===== config.mk =====
export PLATFORM = sky130hd
export DESIGN_NAME = imem_loader
export DESIGN_NICKNAME = d
export VERILOG_FILES = /design/src/rtl/imem_loader.sv
export SDC_FILE = /design/constraint.sdc
export NUM_CORES = 1
export LEC_CHECK = 0
export ABC_AREA = 1
export CORE_MARGIN = 10
export CORE_UTILIZATION = 63
export CTS_CLUSTER_DIAMETER = 50
export DETAILED_ROUTE_END_ITERATION = 12
export DONT_BUFFER_PORTS = 1
export HOLD_SLACK_MARGIN = 0.1
export PLACE_DENSITY = 0.87
export SLEW_MARGIN = 40
export SYNTH_ARGS = -nofsm -noshare
export SYNTH_HDL_FRONTEND = slang
export SYNTH_SLANG_ARGS = --single-unit

===== constraint.sdc =====
create_clock -name clk -period 2.4 [get_ports clk]
set_input_delay 0.36 -clock clk [delete_from_list [all_inputs] [get_ports clk]]
set_output_delay 0.36 -clock clk [all_outputs]
set_load 0.02 [all_outputs]

===== src/rtl/imem_loader.sv =====
// imem_loader: byte-stream program loader that fills instruction memory and holds the core in reset until loaded
//   clk, reset (async active-low), start/word_count: begin a load of word_count words
//   byte_valid/byte_data/byte_ready: little-endian byte stream handshake
//   mem_we/mem_addr/mem_wdata: instruction memory write port (byte address, word aligned)
//   core_reset: datapath reset; busy: load in progress; done: last word written pulse; error: sticky bad start
module imem_loader #(
  parameter int DEPTH = 32,
  parameter int AW    = 5
) (
  input  logic          clk,
  input  logic          reset,
  input  logic          start,
  input  logic [AW:0]   word_count,
  input  logic          byte_valid,
  input  logic [7:0]    byte_data,
  output logic          byte_ready,
  output logic          mem_we,
  output logic [31:0]   mem_addr,
  output logic [31:0]   mem_wdata,
  output logic          core_reset,
  output logic          busy,
  output logic          done,
  output logic          error
);
  typedef enum logic [1:0] {IDLE, RECV, WRITE, DONE} state_t;
  localparam logic [AW:0] DEPTH_W = (AW+1)'(DEPTH);
  state_t state, state_nx;
  logic [AW:0] count;
  logic [AW-1:0] word_idx;
  logic [1:0] byte_idx;
  logic [31:0] word;
  logic loaded, take, start_ok, last;
  assign start_ok = word_count != '0 && word_count <= DEPTH_W;
  assign take = byte_valid && state == RECV;
  assign last = {1'b0, word_idx} == count - 1'b1;
  always_comb begin
    state_nx = state;
    case (state)
      IDLE:  state_nx = (start && start_ok) ? RECV : IDLE;
      RECV:  state_nx = (take && byte_idx == 2'd3) ? WRITE : RECV;
      WRITE: state_nx = last ? DONE : RECV;
      DONE:  state_nx = IDLE;
      default: state_nx = IDLE;
    endcase
  end
  always_ff @(posedge clk or negedge reset)
    if (!reset) begin
      state    <= IDLE;
      count    <= '0;
      word_idx <= '0;
      byte_idx <= '0;
      word     <= '0;
      loaded   <= 1'b0;
      error    <= 1'b0;
    end else begin
      state <= state_nx;
      if (state == IDLE && start) begin
        if (start_ok) begin
          count    <= word_count;
          word_idx <= '0;
          byte_idx <= '0;
          error    <= 1'b0;
        end else
          error <= 1'b1;
      end
      if (take) begin
        word[{byte_idx, 3'b000} +: 8] <= byte_data;
        byte_idx <= byte_idx + 2'd1;
      end
      if (state == WRITE) word_idx <= word_idx + 1'b1;
      if (state == DONE) loaded <= 1'b1;
    end
  assign byte_ready = state == RECV;
  assign mem_we     = state == WRITE;
  assign mem_addr   = {{(30-AW){1'b0}}, word_idx, 2'b00};
  assign mem_wdata  = word;
  assign busy       = state != IDLE;
  assign done       = state == DONE;
  assign core_reset = !loaded || busy;
endmodule


==> impl_summary.md <==
STA
The worst setup margin is 0.337 ns. The setup total negative slack is 0 ns. The total count of hold-check failures in the final report is 0. The transition time of the tightest slew-check pin is 0.652 ns. Setup violations remaining at the end of the flow were counted as 0. The number of slew-limit violations in the final report came to 0.

Of the available clock period, the critical path in the final layout requires 85.9%. Setup repair after global routing left no endpoint under its margin. The achievable clock frequency is 485 MHz.

The post-route clock skew is 0.00662 ns. The final critical path time including I/O delays and setup is 2.06 ns. The worst slew slack as a fraction of its limit is 56.4%.

Clock tree
The number of levels in the clock H-tree is 2. The clock net sink count is 49. TritonCTS built the clock tree. Counting the buffers created by CTS gives 5. The clock transition at the registers of the reported paths is 0.09 ns. In this run the deepest clock path goes through 2 buffers. CTS placed an instance of sky130_fd_sc_hd__clkbuf_8 at the clock tree root. The clock insertion delay at the later pin of the skew report is 0.30 ns.

Worst setup path
The worst setup path is captured at a register. For this run, the slowest stage of the critical path takes 0.51 ns. The setup path with the least slack is of type reg -> reg. The required time at the endpoint of the critical path is 2.64 ns. In this design, the largest share of critical-path delay is due to simple AND/OR/NAND/NOR gates. The signal on the critical path passes through clkinvlp_4 -> ha_1 -> inv_1 -> nor2_1 -> nand4_1 -> nand2_1. The number of buffers and inverters on the critical path is 2. The worst register-to-register path has a setup slack of 0.34 ns. The type of origin of the critical path is a register.

Along the worst path, the maximum fanout reaches 12. Data arrives at the worst endpoint at 2.31 ns. Among all stages on the critical path, the largest delay is contributed by sky130_fd_sc_hd__dfrtp_2.

Floorplan
The die covers 7230 um2. In this run the vertical extent of the chip is 85.0 um. The site row count is 23.

The number of primary I/O pins is 88. After floorplanning, the core was sized to cover 4060 um2. The die is 85.0 um wide. The initial cell density of the core is 65.6%.

GRT
The initial antenna violation count is 0. Entering global routing, the biggest net connects 50 pins. The total overflow left after global routing is 0.

The number of global-route vias before repair came to 2040. The first global-routing pass estimated 10300 um of wire. Global routing used 17.2% of the available tracks.

Yosys
In the synthesized netlist the dominant register cell turns out to be sky130_fd_sc_hd__dfrtp_1. Sequential cells were found to cover 46.1% of the synthesized design area. Each instance of the synthesized netlist takes up on average 8.35 um2. The number of register bits inferred by synthesis is 49.

The share of the synthesized area in the top cell type is 46.1%. Counting flops with a built-in enable in the synthesized netlist gives 0. Synthesis handed over a netlist of 319 instances. The cell type with the highest aggregate area in the netlist is sky130_fd_sc_hd__dfrtp_1. After synthesis, the share of flip-flops with an asynchronous set or reset is 100%.

In this run the cell area of the synthesized design comes to 2660 um2. The Yosys step of the flow raised 0 warnings. In the post-synthesis netlist, the biggest area contributors are sky130_fd_sc_hd__dfrtp_1, sky130_fd_sc_hd__nand2_1, sky130_fd_sc_hd__buf_4, sky130_fd_sc_hd__o21ai_0, sky130_fd_sc_hd__o31ai_1. Ranked by instance count, the synthesized netlist is headed by sky130_fd_sc_hd__nand2_1, sky130_fd_sc_hd__dfrtp_1, sky130_fd_sc_hd__buf_4, sky130_fd_sc_hd__inv_1, sky130_fd_sc_hd__o21ai_0. sky130_fd_sc_hd__nand2_1 is the most common cell in the netlist. The number of different library cells used by synthesis comes to 28.

Power
Summed over all cells, the static leakage comes to 1.38 nW. Across the VDD grid, the largest voltage drop is 765 uV. The power density over the cells is 1340 nW/um2.

Layout
The number of inserted filler cells in the final layout is 342. The antenna cell count is 0. The number of nets in the finished design is 345. The area of combinational cells with multiple inputs is 1140 um2. The fraction of layout instances using a drive strength above 1 is 7.17%. From synthesis to final layout, the design area changed by 1.22%.

Across the whole layout, storage elements account for 1230 um2.

Placement
The number of port buffers is 0. The worst setup slack before clock tree synthesis is 0.176 ns. The post-DP HPWL is 4860 um.

The final estimated routing congestion in global placement is 0.817.

Drt
The first routing iteration left 94 violations. The number of design rule violations left after detail routing is 0. The total vias in the final route is 2000. The via density per instance is 5.39. For this block, the routed nets add up to 6150 um of wire. The count of nets left with antenna violations once routing finished came out at 0.

Dividing the detail-routed wire length by the instance count gives 16.6 um. The number of iterations in the first detailed-routing pass is 4.

Outcome
The run finished with clean final reports.

Job
The count of max-cap constraint violations is 0.

Min path
The path class of the lowest-slack min-delay path is in -> reg.
==> worst register-to-register path: stages (launching register included) <==
cell                         delay (ns)
sky130_fd_sc_hd__dfrtp_2           0.51
sky130_fd_sc_hd__clkinvlp_4        0.24
sky130_fd_sc_hd__ha_1              0.50
sky130_fd_sc_hd__inv_1             0.20
sky130_fd_sc_hd__nor2_1            0.30
sky130_fd_sc_hd__nand4_1           0.15
sky130_fd_sc_hd__nand2_1           0.10
==> sequential cells by signal (all words and copies together) (netlist names) <==
register / cells
count: 6
word_idx: 5
byte_idx: 2
state: 2
loaded: 1
error: 1
mem_wdata: 32
==> kinds of logic after synthesis <==
family / after synthesis / synth area share [%]
xor gates and xnor gates: 2 / 0.658
DFF: 49 / 46.1
adders and majority gates: 7 / 3.29
buffers and inverters: 68 / 14.8
and+or+nand+nor: 141 / 23.5
AOI/OAI and AO/OA: 51 / 11.6
other: 1 / 0.141
==> through the flow <==
stage	area [um2]	power, W	util (%)	hold slack (ns)	std cells
6_report	2700	0.00361	66.4	0.181	371
5_1_grt	2700	0.00392	66.4	0.184	371
3_3_place_gp	2560	0.00305	63.2	0.0658	361
3_5_place_dp	2560	0.00313	63.2	0.0659	361
2_1_floorplan	2760	0.00282	-	0.0644	345
4_1_cts	2690	0.00364	66.3	0.171	371
==> area by class of cell <==
cell class,instances,area share (%)
clock buffer,6,2.69
clock inverter,2,0.557
inverter,32,4.60
multi-input combinational,228,42.3
sequential,49,45.5
tap,50,2.32
timing repair buffer,4,1.95
==> what timing repair did <==
item	CTS	global route
hold buffers	2	0
hold endpoints to repair	49	0
buffers inserted	0	0
gates resized for setup	0	2
endpoints found under the setup margin	0	12
==> placed cells by master (no fill, tap or decap) <==
master | synthesis | routed
sky130_fd_sc_hd__o31ai_1 | 15 | 15
sky130_fd_sc_hd__a21oi_1 | 1 | 1
sky130_fd_sc_hd__or2_2 | 1 | 1
sky130_fd_sc_hd__nand2_1 | 85 | 85
sky130_fd_sc_hd__nand4_1 | 8 | 8
sky130_fd_sc_hd__nand3_1 | 21 | 21
sky130_fd_sc_hd__nand3_2 | 1 | 1
sky130_fd_sc_hd__o21ai_0 | 26 | 26
sky130_fd_sc_hd__nor3_1 | 1 | 1
sky130_fd_sc_hd__nor2_2 | 1 | 1
sky130_fd_sc_hd__buf_16 | 0 | 1
sky130_fd_sc_hd__o21ai_1 | 3 | 3
sky130_fd_sc_hd__dlygate4sd3_1 | 0 | 1
sky130_fd_sc_hd__clkbuf_1 | 1 | 1
sky130_fd_sc_hd__o21a_1 | 6 | 6
sky130_fd_sc_hd__inv_1 | 27 | 27
sky130_fd_sc_hd__dfrtp_2 | 0 | 1
sky130_fd_sc_hd__dfrtp_1 | 49 | 48
sky130_fd_sc_hd__nor2_1 | 19 | 19
sky130_fd_sc_hd__clkinvlp_4 | 0 | 3
sky130_fd_sc_hd__clkbuf_8 | 1 | 5
sky130_fd_sc_hd__inv_2 | 4 | 4
sky130_fd_sc_hd__ha_1 | 7 | 7
sky130_fd_sc_hd__conb_1 | 1 | 27
sky130_fd_sc_hd__nand2_4 | 2 | 2
sky130_fd_sc_hd__buf_4 | 29 | 2
sky130_fd_sc_hd__nor2_4 | 1 | 1
sky130_fd_sc_hd__nor2_8 | 1 | 1
sky130_fd_sc_hd__xor2_1 | 2 | 2
==> path summary, 6_finish.rpt <==
kind / from / to / cells after the start
worst max-delay path: byte_idx[0] / mem_wdata[22] / 6
worst min-delay path: word_count[0] / count[0] / 2
worst max register to register: byte_idx[0] / mem_wdata[22] / 6
worst min register to register: loaded / loaded / 1
max in group asynchronous: reset / byte_idx[0] / 2
min in group asynchronous: reset / mem_wdata[10] / 2
==> per-layer routing <==
layer / track usage, % / part of all wire (%) / vias up
li1: - / - / 983
met1: 17.6 / 35 / 935
met2: 30.1 / 52 / 77
met3: 8.80 / 12 / 5
met4: 4.64 / 0.50 / 0
met5: 0 / 0 / -
==> report_power, final <==
group	switching (W)	internal, W	leakage [nW]
Combinational	0.000907	0.000418	0.702
Clock	0.000270	0.000205	0.0374
Sequential	0.000643	0.00116	0.640
Note: power is estimated with default switching activity, not from simulation.
